[config.mk]
export PLATFORM = sky130hd
export DESIGN_NAME = kme_flat
export DESIGN_NICKNAME = d
export VERILOG_FILES = /design/src/rtl/kme_if.sv /design/src/rtl/kme.sv /design/src/flat_wrapper.sv
export SDC_FILE = /design/constraint.sdc
export NUM_CORES = 1
export LEC_CHECK = 0
export ABC_AREA = 1
export BUFFER_PORTS_ARGS = -buffer_cell sky130_fd_sc_hd__clkbuf_2
export CORE_MARGIN = 4
export CORE_UTILIZATION = 53
export CTS_BUF_LIST = sky130_fd_sc_hd__clkbuf_4 sky130_fd_sc_hd__clkbuf_8
export DETAILED_ROUTE_END_ITERATION = 7
export PLACE_DENSITY = 0.71
export RECOVER_POWER = 50
export SYNTH_ARGS = -nofsm -noshare
export SYNTH_HDL_FRONTEND = slang
export SYNTH_SLANG_ARGS = --single-unit
[constraint.sdc]
create_clock -name clk -period 12.5 [get_ports clk]
set_input_delay 1.25 -clock clk [delete_from_list [all_inputs] [get_ports clk]]
set_output_delay 1.25 -clock clk [all_outputs]
set_load 0.005 [all_outputs]
[src/rtl/kme_if.sv]
// -----------------------------------------------------------------------------
// kme_if -- bus bundle for the KME front end.
//   Inbound key-descriptor AXI-Stream (kme_ib_*), CCEIP0 outbound AXI-Stream
//   (kme_cceip0_ob_*) and the APB slave port (apb_*).
//   modport slave  : the KME side (receives ib, drives ob, answers APB)
//   modport master : the environment side (drives ib, receives ob, issues APB)
// -----------------------------------------------------------------------------
interface kme_if #(
  parameter int AW = 16
);
  // Inbound stream
  logic          kme_ib_tvalid;
  logic          kme_ib_tready;
  logic [63:0]   kme_ib_tdata;
  logic [7:0]    kme_ib_tstrb;
  logic [7:0]    kme_ib_tuser;
  logic          kme_ib_tid;
  logic          kme_ib_tlast;
  // Outbound stream
  logic          kme_cceip0_ob_tvalid;
  logic          kme_cceip0_ob_tready;
  logic [63:0]   kme_cceip0_ob_tdata;
  logic [7:0]    kme_cceip0_ob_tstrb;
  logic [7:0]    kme_cceip0_ob_tuser;
  logic          kme_cceip0_ob_tid;
  logic          kme_cceip0_ob_tlast;
  // APB
  logic [AW-1:0] apb_paddr;
  logic          apb_psel;
  logic          apb_penable;
  logic          apb_pwrite;
  logic [31:0]   apb_pwdata;
  logic [31:0]   apb_prdata;
  logic          apb_pready;
  logic          apb_pslverr;

  modport slave (
    input  kme_ib_tvalid, kme_ib_tdata, kme_ib_tstrb, kme_ib_tuser, kme_ib_tid, kme_ib_tlast,
    output kme_ib_tready,
    output kme_cceip0_ob_tvalid, kme_cceip0_ob_tdata, kme_cceip0_ob_tstrb,
           kme_cceip0_ob_tuser, kme_cceip0_ob_tid, kme_cceip0_ob_tlast,
    input  kme_cceip0_ob_tready,
    input  apb_paddr, apb_psel, apb_penable, apb_pwrite, apb_pwdata,
    output apb_prdata, apb_pready, apb_pslverr
  );

  modport master (
    output kme_ib_tvalid, kme_ib_tdata, kme_ib_tstrb, kme_ib_tuser, kme_ib_tid, kme_ib_tlast,
    input  kme_ib_tready,
    input  kme_cceip0_ob_tvalid, kme_cceip0_ob_tdata, kme_cceip0_ob_tstrb,
           kme_cceip0_ob_tuser, kme_cceip0_ob_tid, kme_cceip0_ob_tlast,
    output kme_cceip0_ob_tready,
    output apb_paddr, apb_psel, apb_penable, apb_pwrite, apb_pwdata,
    input  apb_prdata, apb_pready, apb_pslverr
  );
endinterface

[src/rtl/kme.sv]
// -----------------------------------------------------------------------------
// kme -- key-management-engine front end.
//   Forwards TLV words from the inbound stream to the CCEIP0 outbound stream
//   through a small FIFO, dropping whole TLVs whose type is filtered, and
//   exposes control/status/counters/interrupts over a zero-wait APB slave.
// Ports:
//   clk, rst_n                 clock, asynchronous active-low reset
//   bus (kme_if.slave)         inbound stream, outbound stream, APB
//   scan_*, ovstb, lvm, mlvm   DFT/memory pins, functionally unused
//   disable_debug_cmd          force-drop TLV type 0x0B
//   disable_unencrypted_keys   force-drop TLV type 0x0C (raises INT_STATUS[0])
//   kme_interrupt              |(INT_STATUS & INT_MASK)
//   kme_idle                   FIFO empty, no TLV open, no inbound valid
// -----------------------------------------------------------------------------
module kme #(
  parameter int AW         = 16,
  parameter int FIFO_DEPTH = 4
) (
  input  logic clk,
  input  logic rst_n,
  kme_if.slave bus,
  input  logic scan_en,
  input  logic scan_mode,
  input  logic scan_rst_n,
  input  logic ovstb,
  input  logic lvm,
  input  logic mlvm,
  input  logic disable_debug_cmd,
  input  logic disable_unencrypted_keys,
  output logic kme_interrupt,
  output logic kme_idle
);

  localparam int PW = (FIFO_DEPTH > 1) ? $clog2(FIFO_DEPTH) : 1;
  localparam int CW = $clog2(FIFO_DEPTH + 1);

  localparam logic [7:0] USER_SOT = 8'h01;
  localparam logic [7:0] USER_EOT = 8'h02;

  localparam logic [AW-1:0] ADDR_REVISION   = AW'('h00);
  localparam logic [AW-1:0] ADDR_CONTROL    = AW'('h04);
  localparam logic [AW-1:0] ADDR_DROP_MASK  = AW'('h08);
  localparam logic [AW-1:0] ADDR_IN_TLV     = AW'('h0C);
  localparam logic [AW-1:0] ADDR_OUT_TLV    = AW'('h10);
  localparam logic [AW-1:0] ADDR_DROP_CNT   = AW'('h14);
  localparam logic [AW-1:0] ADDR_INT_STATUS = AW'('h18);
  localparam logic [AW-1:0] ADDR_INT_MASK   = AW'('h1C);
  localparam logic [AW-1:0] ADDR_SCRATCH    = AW'('h20);

  typedef struct packed {
    logic [63:0] data;
    logic [7:0]  strb;
    logic [7:0]  user;
    logic        id;
  } fifo_entry_t;

  fifo_entry_t r_mem [FIFO_DEPTH];
  fifo_entry_t w_head;
  logic [PW-1:0] r_wr_ptr, r_rd_ptr;
  logic [CW-1:0] r_count;
  logic r_tlv_open, r_drop;
  logic r_enable;
  logic [31:0] r_drop_mask, r_in_cnt, r_out_cnt, r_drop_cnt, r_scratch;
  logic [1:0]  r_int_status, r_int_mask;

  logic w_full, w_empty, w_accept, w_is_sot, w_is_eot;
  logic w_sot_drop, w_word_drop, w_push, w_pop;
  logic [7:0] w_type;
  logic w_apb_acc, w_apb_wr, w_hit;
  logic [31:0] w_rdata;
  logic [1:0]  w_int_set, w_int_clr;
  logic w_unused;

  // Pins with no function in this block; folded here so they are visibly consumed.
  assign w_unused = ^{scan_en, scan_mode, scan_rst_n, ovstb, lvm, mlvm, bus.kme_ib_tlast};

  // ---------------- datapath decode ----------------
  // ib_tready comes from the registered count only, so a pop while full frees
  // the slot one cycle later instead of creating a ready->valid comb path.
  assign w_full   = (r_count == CW'(FIFO_DEPTH));
  assign w_empty  = (r_count == '0);
  assign w_accept = bus.kme_ib_tvalid && !w_full;
  assign w_is_sot = (bus.kme_ib_tuser == USER_SOT);
  assign w_is_eot = (bus.kme_ib_tuser == USER_EOT);
  assign w_type   = bus.kme_ib_tdata[7:0];

  assign w_sot_drop = ((w_type < 8'd32) && r_drop_mask[w_type[4:0]])
                   || ((w_type == 8'h0B) && disable_debug_cmd)
                   || ((w_type == 8'h0C) && disable_unencrypted_keys)
                   || !r_enable;

  // A SoT decides for itself; later words follow the flag latched at SoT, and
  // words outside any TLV are always forwarded.
  assign w_word_drop = w_is_sot ? w_sot_drop : (r_tlv_open && r_drop);
  assign w_push      = w_accept && !w_word_drop;
  assign w_pop       = !w_empty && bus.kme_cceip0_ob_tready;
  assign w_head      = r_mem[r_rd_ptr];

  assign bus.kme_ib_tready        = !w_full;
  assign bus.kme_cceip0_ob_tvalid = !w_empty;
  // Fields are gated by empty so stale storage never shows on the bus.
  assign bus.kme_cceip0_ob_tdata  = w_empty ? '0 : w_head.data;
  assign bus.kme_cceip0_ob_tstrb  = w_empty ? '0 : w_head.strb;
  assign bus.kme_cceip0_ob_tuser  = w_empty ? '0 : w_head.user;
  assign bus.kme_cceip0_ob_tid    = w_empty ? 1'b0 : w_head.id;
  assign bus.kme_cceip0_ob_tlast  = !w_empty && (w_head.user == USER_EOT);

  function automatic logic [PW-1:0] ptr_inc(input logic [PW-1:0] p);
    return (p == PW'(FIFO_DEPTH - 1)) ? '0 : p + 1'b1;
  endfunction

  // NOTE: storage has no reset; validity is tracked by r_count, so resetting
  // the array would only add reset fan-out and block RAM inference.
  always_ff @(posedge clk) begin
    if (w_push) r_mem[r_wr_ptr] <= {bus.kme_ib_tdata, bus.kme_ib_tstrb, bus.kme_ib_tuser, bus.kme_ib_tid};
  end

  // NOTE: every clocked state update uses <= so all flops sample pre-edge values
  // regardless of statement order.
  always_ff @(posedge clk or negedge rst_n) begin
    if (!rst_n) begin
      r_wr_ptr   <= '0;
      r_rd_ptr   <= '0;
      r_count    <= '0;
      r_tlv_open <= 1'b0;
      r_drop     <= 1'b0;
    end else begin
      if (w_push) r_wr_ptr <= ptr_inc(r_wr_ptr);
      if (w_pop)  r_rd_ptr <= ptr_inc(r_rd_ptr);
      case ({w_push, w_pop})
        2'b10:   r_count <= r_count + 1'b1;
        2'b01:   r_count <= r_count - 1'b1;
        default: r_count <= r_count;
      endcase
      if (w_accept) begin
        if (w_is_sot) begin
          r_tlv_open <= 1'b1;
          r_drop     <= w_sot_drop;
        end else if (w_is_eot) begin
          r_tlv_open <= 1'b0;
          r_drop     <= 1'b0;
        end
      end
    end
  end

  // ---------------- APB ----------------
  assign w_apb_acc = bus.apb_psel && bus.apb_penable;
  assign w_apb_wr  = w_apb_acc && bus.apb_pwrite && w_hit;

  // NOTE: both outputs get a default first so no path leaves them unassigned
  // and no latch is inferred.
  always_comb begin
    w_hit   = 1'b1;
    w_rdata = '0;
    case (bus.apb_paddr)
      ADDR_REVISION:   w_rdata = 32'h0001_0000;
      ADDR_CONTROL:    w_rdata = {31'd0, r_enable};
      ADDR_DROP_MASK:  w_rdata = r_drop_mask;
      ADDR_IN_TLV:     w_rdata = r_in_cnt;
      ADDR_OUT_TLV:    w_rdata = r_out_cnt;
      ADDR_DROP_CNT:   w_rdata = r_drop_cnt;
      ADDR_INT_STATUS: w_rdata = {30'd0, r_int_status};
      ADDR_INT_MASK:   w_rdata = {30'd0, r_int_mask};
      ADDR_SCRATCH:    w_rdata = r_scratch;
      default:         w_hit   = 1'b0;
    endcase
  end

  assign bus.apb_prdata  = w_apb_acc ? w_rdata : '0;
  assign bus.apb_pready  = w_apb_acc;
  assign bus.apb_pslverr = w_apb_acc && !w_hit;

  assign w_int_set[1] = w_accept && w_is_sot && r_tlv_open;
  assign w_int_set[0] = w_accept && w_is_sot && (w_type == 8'h0C) && disable_unencrypted_keys;
  assign w_int_clr    = (w_apb_wr && (bus.apb_paddr == ADDR_INT_STATUS)) ? bus.apb_pwdata[1:0] : 2'b00;

  always_ff @(posedge clk or negedge rst_n) begin
    if (!rst_n) begin
      r_enable     <= 1'b1;
      r_drop_mask  <= '0;
      r_in_cnt     <= '0;
      r_out_cnt    <= '0;
      r_drop_cnt   <= '0;
      r_int_status <= '0;
      r_int_mask   <= '0;
      r_scratch    <= '0;
    end else begin
      if (w_apb_wr) begin
        case (bus.apb_paddr)
          ADDR_CONTROL:   r_enable    <= bus.apb_pwdata[0];
          ADDR_DROP_MASK: r_drop_mask <= bus.apb_pwdata;
          ADDR_INT_MASK:  r_int_mask  <= bus.apb_pwdata[1:0];
          ADDR_SCRATCH:   r_scratch   <= bus.apb_pwdata;
          default: ;
        endcase
      end
      if (w_accept && w_is_sot)               r_in_cnt   <= r_in_cnt + 1'b1;
      if (w_accept && w_is_sot && w_sot_drop) r_drop_cnt <= r_drop_cnt + 1'b1;
      if (w_pop && (w_head.user == USER_EOT)) r_out_cnt  <= r_out_cnt + 1'b1;
      // Set wins over a same-cycle W1C.
      r_int_status <= (r_int_status & ~w_int_clr) | w_int_set;
    end
  end

  assign kme_interrupt = |(r_int_status & r_int_mask);
  assign kme_idle      = w_empty && !r_tlv_open && !bus.kme_ib_tvalid;

endmodule

[src/flat_wrapper.sv]
// flat-port wrapper written by rule: the top's interface ports become plain ports
module kme_flat 
#(
  parameter int AW         = 16,
  parameter int FIFO_DEPTH = 4
)
  (clk, rst_n, scan_en, scan_mode, scan_rst_n, ovstb, lvm, mlvm, disable_debug_cmd, disable_unencrypted_keys, kme_interrupt, kme_idle, bus_kme_ib_tvalid, bus_kme_ib_tdata, bus_kme_ib_tstrb, bus_kme_ib_tuser, bus_kme_ib_tid, bus_kme_ib_tlast, bus_kme_ib_tready, bus_kme_cceip0_ob_tvalid, bus_kme_cceip0_ob_tdata, bus_kme_cceip0_ob_tstrb, bus_kme_cceip0_ob_tuser, bus_kme_cceip0_ob_tid, bus_kme_cceip0_ob_tlast, bus_kme_cceip0_ob_tready, bus_apb_paddr, bus_apb_psel, bus_apb_penable, bus_apb_pwrite, bus_apb_pwdata, bus_apb_prdata, bus_apb_pready, bus_apb_pslverr);
  kme_if #(.AW(AW)) bus_i ();
  input  logic clk;
  input  logic rst_n;
  input  logic scan_en;
  input  logic scan_mode;
  input  logic scan_rst_n;
  input  logic ovstb;
  input  logic lvm;
  input  logic mlvm;
  input  logic disable_debug_cmd;
  input  logic disable_unencrypted_keys;
  output logic kme_interrupt;
  output logic kme_idle;
  input wire logic [$bits(bus_i.kme_ib_tvalid)-1:0] bus_kme_ib_tvalid;
  input wire logic [$bits(bus_i.kme_ib_tdata)-1:0] bus_kme_ib_tdata;
  input wire logic [$bits(bus_i.kme_ib_tstrb)-1:0] bus_kme_ib_tstrb;
  input wire logic [$bits(bus_i.kme_ib_tuser)-1:0] bus_kme_ib_tuser;
  input wire logic [$bits(bus_i.kme_ib_tid)-1:0] bus_kme_ib_tid;
  input wire logic [$bits(bus_i.kme_ib_tlast)-1:0] bus_kme_ib_tlast;
  output wire logic [$bits(bus_i.kme_ib_tready)-1:0] bus_kme_ib_tready;
  output wire logic [$bits(bus_i.kme_cceip0_ob_tvalid)-1:0] bus_kme_cceip0_ob_tvalid;
  output wire logic [$bits(bus_i.kme_cceip0_ob_tdata)-1:0] bus_kme_cceip0_ob_tdata;
  output wire logic [$bits(bus_i.kme_cceip0_ob_tstrb)-1:0] bus_kme_cceip0_ob_tstrb;
  output wire logic [$bits(bus_i.kme_cceip0_ob_tuser)-1:0] bus_kme_cceip0_ob_tuser;
  output wire logic [$bits(bus_i.kme_cceip0_ob_tid)-1:0] bus_kme_cceip0_ob_tid;
  output wire logic [$bits(bus_i.kme_cceip0_ob_tlast)-1:0] bus_kme_cceip0_ob_tlast;
  input wire logic [$bits(bus_i.kme_cceip0_ob_tready)-1:0] bus_kme_cceip0_ob_tready;
  input wire logic [$bits(bus_i.apb_paddr)-1:0] bus_apb_paddr;
  input wire logic [$bits(bus_i.apb_psel)-1:0] bus_apb_psel;
  input wire logic [$bits(bus_i.apb_penable)-1:0] bus_apb_penable;
  input wire logic [$bits(bus_i.apb_pwrite)-1:0] bus_apb_pwrite;
  input wire logic [$bits(bus_i.apb_pwdata)-1:0] bus_apb_pwdata;
  output wire logic [$bits(bus_i.apb_prdata)-1:0] bus_apb_prdata;
  output wire logic [$bits(bus_i.apb_pready)-1:0] bus_apb_pready;
  output wire logic [$bits(bus_i.apb_pslverr)-1:0] bus_apb_pslverr;
  assign bus_i.kme_ib_tvalid = bus_kme_ib_tvalid;
  assign bus_i.kme_ib_tdata = bus_kme_ib_tdata;
  assign bus_i.kme_ib_tstrb = bus_kme_ib_tstrb;
  assign bus_i.kme_ib_tuser = bus_kme_ib_tuser;
  assign bus_i.kme_ib_tid = bus_kme_ib_tid;
  assign bus_i.kme_ib_tlast = bus_kme_ib_tlast;
  assign bus_kme_ib_tready = bus_i.kme_ib_tready;
  assign bus_kme_cceip0_ob_tvalid = bus_i.kme_cceip0_ob_tvalid;
  assign bus_kme_cceip0_ob_tdata = bus_i.kme_cceip0_ob_tdata;
  assign bus_kme_cceip0_ob_tstrb = bus_i.kme_cceip0_ob_tstrb;
  assign bus_kme_cceip0_ob_tuser = bus_i.kme_cceip0_ob_tuser;
  assign bus_kme_cceip0_ob_tid = bus_i.kme_cceip0_ob_tid;
  assign bus_kme_cceip0_ob_tlast = bus_i.kme_cceip0_ob_tlast;
  assign bus_i.kme_cceip0_ob_tready = bus_kme_cceip0_ob_tready;
  assign bus_i.apb_paddr = bus_apb_paddr;
  assign bus_i.apb_psel = bus_apb_psel;
  assign bus_i.apb_penable = bus_apb_penable;
  assign bus_i.apb_pwrite = bus_apb_pwrite;
  assign bus_i.apb_pwdata = bus_apb_pwdata;
  assign bus_apb_prdata = bus_i.apb_prdata;
  assign bus_apb_pready = bus_i.apb_pready;
  assign bus_apb_pslverr = bus_i.apb_pslverr;
  kme #(.AW(AW), .FIFO_DEPTH(FIFO_DEPTH)) u_core (.clk(clk), .rst_n(rst_n), .bus(bus_i), .scan_en(scan_en), .scan_mode(scan_mode), .scan_rst_n(scan_rst_n), .ovstb(ovstb), .lvm(lvm), .mlvm(mlvm), .disable_debug_cmd(disable_debug_cmd), .disable_unencrypted_keys(disable_unencrypted_keys), .kme_interrupt(kme_interrupt), .kme_idle(kme_idle));
endmodule
==> results.yml <==
finish:
  utilization_pct: 60.7
  area_growth_pct: 13.4
  num-nets-final: 2919
  stdcell_area_um2: 26800
  fillers: 3850
  register_area_um2: 14100
  drive_gt1_share_pct: 13.4
  multiInputGateArea_um2: 8080
  fin_cells: 3427
global_route:
  grt_pass1_vias: 18000
  grt_max_degree: 120
  antenna_found_initial: 9
  grt_usage_pct: 26.8
  grt_pass1_wl_um: 100000
  overflow: 0
sta:
  rsz0062_at_grt: "no"
  worstMarginPinSlew_ps: 4600
  holdWs_ps: 482
  fin_crit_ps: 7670
  fin_crit_sh_pct: 61.3
  skew_ps: 37.8
  fmax_mhz: 130
  setup_viol: 0
  final-hold-violation-count: 0
  setup-tns-final_ps: 0
  relSlewSlack_pct: -206
  slew_viol_final: 430
critical_path:
  crit_type: "in -> out"
  crit_path_end: "bus_apb_prdata[0]"
  cp_top_family: "simple AND/OR/NAND/NOR gates"
  critPathSlowestCell: "nor2_1"
  reg2regPathDepth: 9
  timing.rr.start: "u_core.r_rd_ptr[0]$_DFFE_PN0P_"
  cp.arrival_ps: 6420
  worstSetupStartpoint: "bus_apb_paddr[7]"
  cp.required_ps: 11250
  cp.depth: 11
  crit_path_start_kind: "input pin"
  crit_path_frequent_cell: "nor2_1"
  worstPathCellList: "clkbuf_2 > nor2_1 > inv_1 > nor2_1 > nand3_4 > nor2_1 > nor2_1 > nand2_1 > nand2_1 > a21oi_1 > clkbuf_2"
  worstReg2RegEnd: "u_core.r_out_cnt[20]$_DFFE_PN0P_"
  crit_buf_inv: 3
  rrSetupSlack_ps: 6280
  critPathMaxFanout: 32
  worstSetupEndpointType: "primary output"
  cp_slowest_stage_delay_ps: 1840
synth:
  synth_top_area_share_pct: 41.2
  synthesis.nets: 2673
  synth.most_common_cell: "nand2_1"
  synth_area_leader_cell: "edfxtp_1"
  synthTopCellsByArea: "edfxtp_1, dfrtp_1, nand2_1"
  yosysSeqAreaShare_pct: 59.6
  yosysWarnings: 0
  post_synth.cell_area_avg_um2: 9.38
  ys_async_sr_fraction_pct: 34.9
  synth_cells: 2518
  synth-edff-count: 324
  synthFlopType: "edfxtp_1"
  synthTopCellsByCount: "nand2_1, nor2_1, edfxtp_1"
  yosys_register_bits: 498
  netlist_area_um2: 23600
  synth_cell_types: 44
job:
  drv_cap: 7
routing:
  drc_errors: 0
  routed_wl_um: 65000
  viasPerCell: 5.43
  wl_per_cell_um: 19.0
  via_count: 18600
  drtPass1Iterations: 5
  drt-initial-drc-count: 1720
  ant_nets: 0
placement:
  place_area_um2: 25300
  place_congestion: 0.947
  port_buffers: 257
  dpl.cell_count: 3273
  place_hpwl_um: 43900
power_and_ir_drop:
  powerDensity_nw_per_um2: 187
  total_leakage_power_nw: 10.7
  ir_drop_mv: 0.0970
clocking:
  worstSkewPairLatency_ps: 670
  cts_tree: "built"
  cts_resized: 0
  htreeDepth: 3
  cts_setup_buffers: 0
  cts_buffers: 81
  clockBufferDepth: 3
  cts.sinks: 498
  cts-hold-fix-buffers: 0
  path_clk_slew_ps: 60
  clockRootBuffer: "clkbuf_8"
status:
  outcome: "complete, but fails checks"
  violations: "capacitance limit, slew limit"
floorplan:
  initial_core_util_pct: 53.5
  die_h_um: 219
  io_pins: 265
  core_um2: 44100
  die_x_um: 219
  std_cell_rows: 77
  die_area_um2: 48000
hold_path:
  min_path_cells: 2
  hp-class: "reg -> reg"
[power breakdown]
| part | internal [mW] | switching (mW) |
|---|---|---|
| Combinational | 0.466 | 0.956 |
| Sequential | 2.02 | 0.0921 |
| Clock | 0.797 | 0.669 |
[registers in the layout (all words and copies together) (netlist names), 2 cells and up]
name	flops
u_core.r_wr_ptr	2
u_core.r_int_status	2
u_core.r_in_cnt	32
u_core.r_out_cnt	32
u_core.r_count	3
u_core.r_drop_mask	32
u_core.r_int_mask	2
u_core.r_scratch	32
u_core.r_mem	324
u_core.r_drop_cnt	32
u_core.r_rd_ptr	2
[per-stage QoR]
stage | setup slack, ps | power (mW)
6_report | 4830 | 5.00
5_1_grt | 4270 | 5.29
3_3_place_gp | 6660 | 3.53
3_5_place_dp | 6540 | 3.57
4_1_cts | 6520 | 5.04
2_1_floorplan | 6260 | 2.99
[worst min path at each step]
stage	startpoint	endpoint	slack [ps]
after global routing	u_core.r_drop_mask[8]$_DFFE_PN0P_	u_core.r_drop_mask[8]$_DFFE_PN0P_	510
after floorplan	u_core.r_scratch[16]$_DFFE_PN0P_	u_core.r_scratch[16]$_DFFE_PN0P_	450
final	u_core.r_scratch[11]$_DFFE_PN0P_	u_core.r_scratch[11]$_DFFE_PN0P_	480
after detailed placement	u_core.r_scratch[13]$_DFFE_PN0P_	u_core.r_scratch[13]$_DFFE_PN0P_	470
after CTS	u_core.r_scratch[13]$_DFFE_PN0P_	u_core.r_scratch[13]$_DFFE_PN0P_	490
after global placement	u_core.r_scratch[31]$_DFFE_PN0P_	u_core.r_scratch[31]$_DFFE_PN0P_	470
[cell families after synthesis]
group,share of synthesized area (%)
AOI/OAI and AO/OA,10.3
xor gates and xnor gates,3.41
adders and majority gates,0.562
buffers and inverters,6.09
DFF,59.6
and+or+nand+nor,20.0
[layer usage]
| metal | track usage [%] | share of wire [%] |
|---|---|---|
| met5 | 0 | 0.11 |
| met4 | 10.2 | 3.7 |
| met3 | 5.91 | 8.1 |
| met2 | 44.2 | 48 |
| met1 | 34.9 | 40 |
[area by class of cell]
type                            count  area share [%]
Sequential cell                   498            52.6
Multi-Input combinational cell   1675            30.2
Clock buffer                      115            5.23
Timing Repair Buffer              276            4.87
Inverter                          232            3.26
Tap cell                          592            2.76
Clock inverter                     35            1.07
Antenna cell                        4          0.0374
[worst min-delay path, cell delays in order, from the launching register on]
cell and delay [ps]:
dfrtp_1 340, nand2_1 60, o21ai_2 50
[cell usage in the layout, fill, tap and decap left out, types with 5 or more instances in the layout]
master,netlist,layout
o21ai_2,34,34
nor3_1,59,59
clkbuf_4,0,29
buf_4,2,14
clkbuf_1,59,89
nor4_1,12,12
a21oi_1,81,81
o21ai_1,37,37
clkinv_2,0,7
ha_1,9,9
edfxtp_1,324,324
o21ai_0,211,211
nand2_1,492,494
dfrtp_1,173,171
xnor2_1,14,14
xor2_1,78,78
nor2_2,7,5
clkinv_1,0,18
nand3b_1,5,5
o22ai_1,24,24
inv_1,227,228
clkbuf_2,0,173
o22a_1,5,5
o221ai_1,29,29
nand4_1,26,26
nand3_1,57,58
clkbuf_8,0,86
nor2_1,472,473
Note: power is estimated with default switching activity, not from simulation.
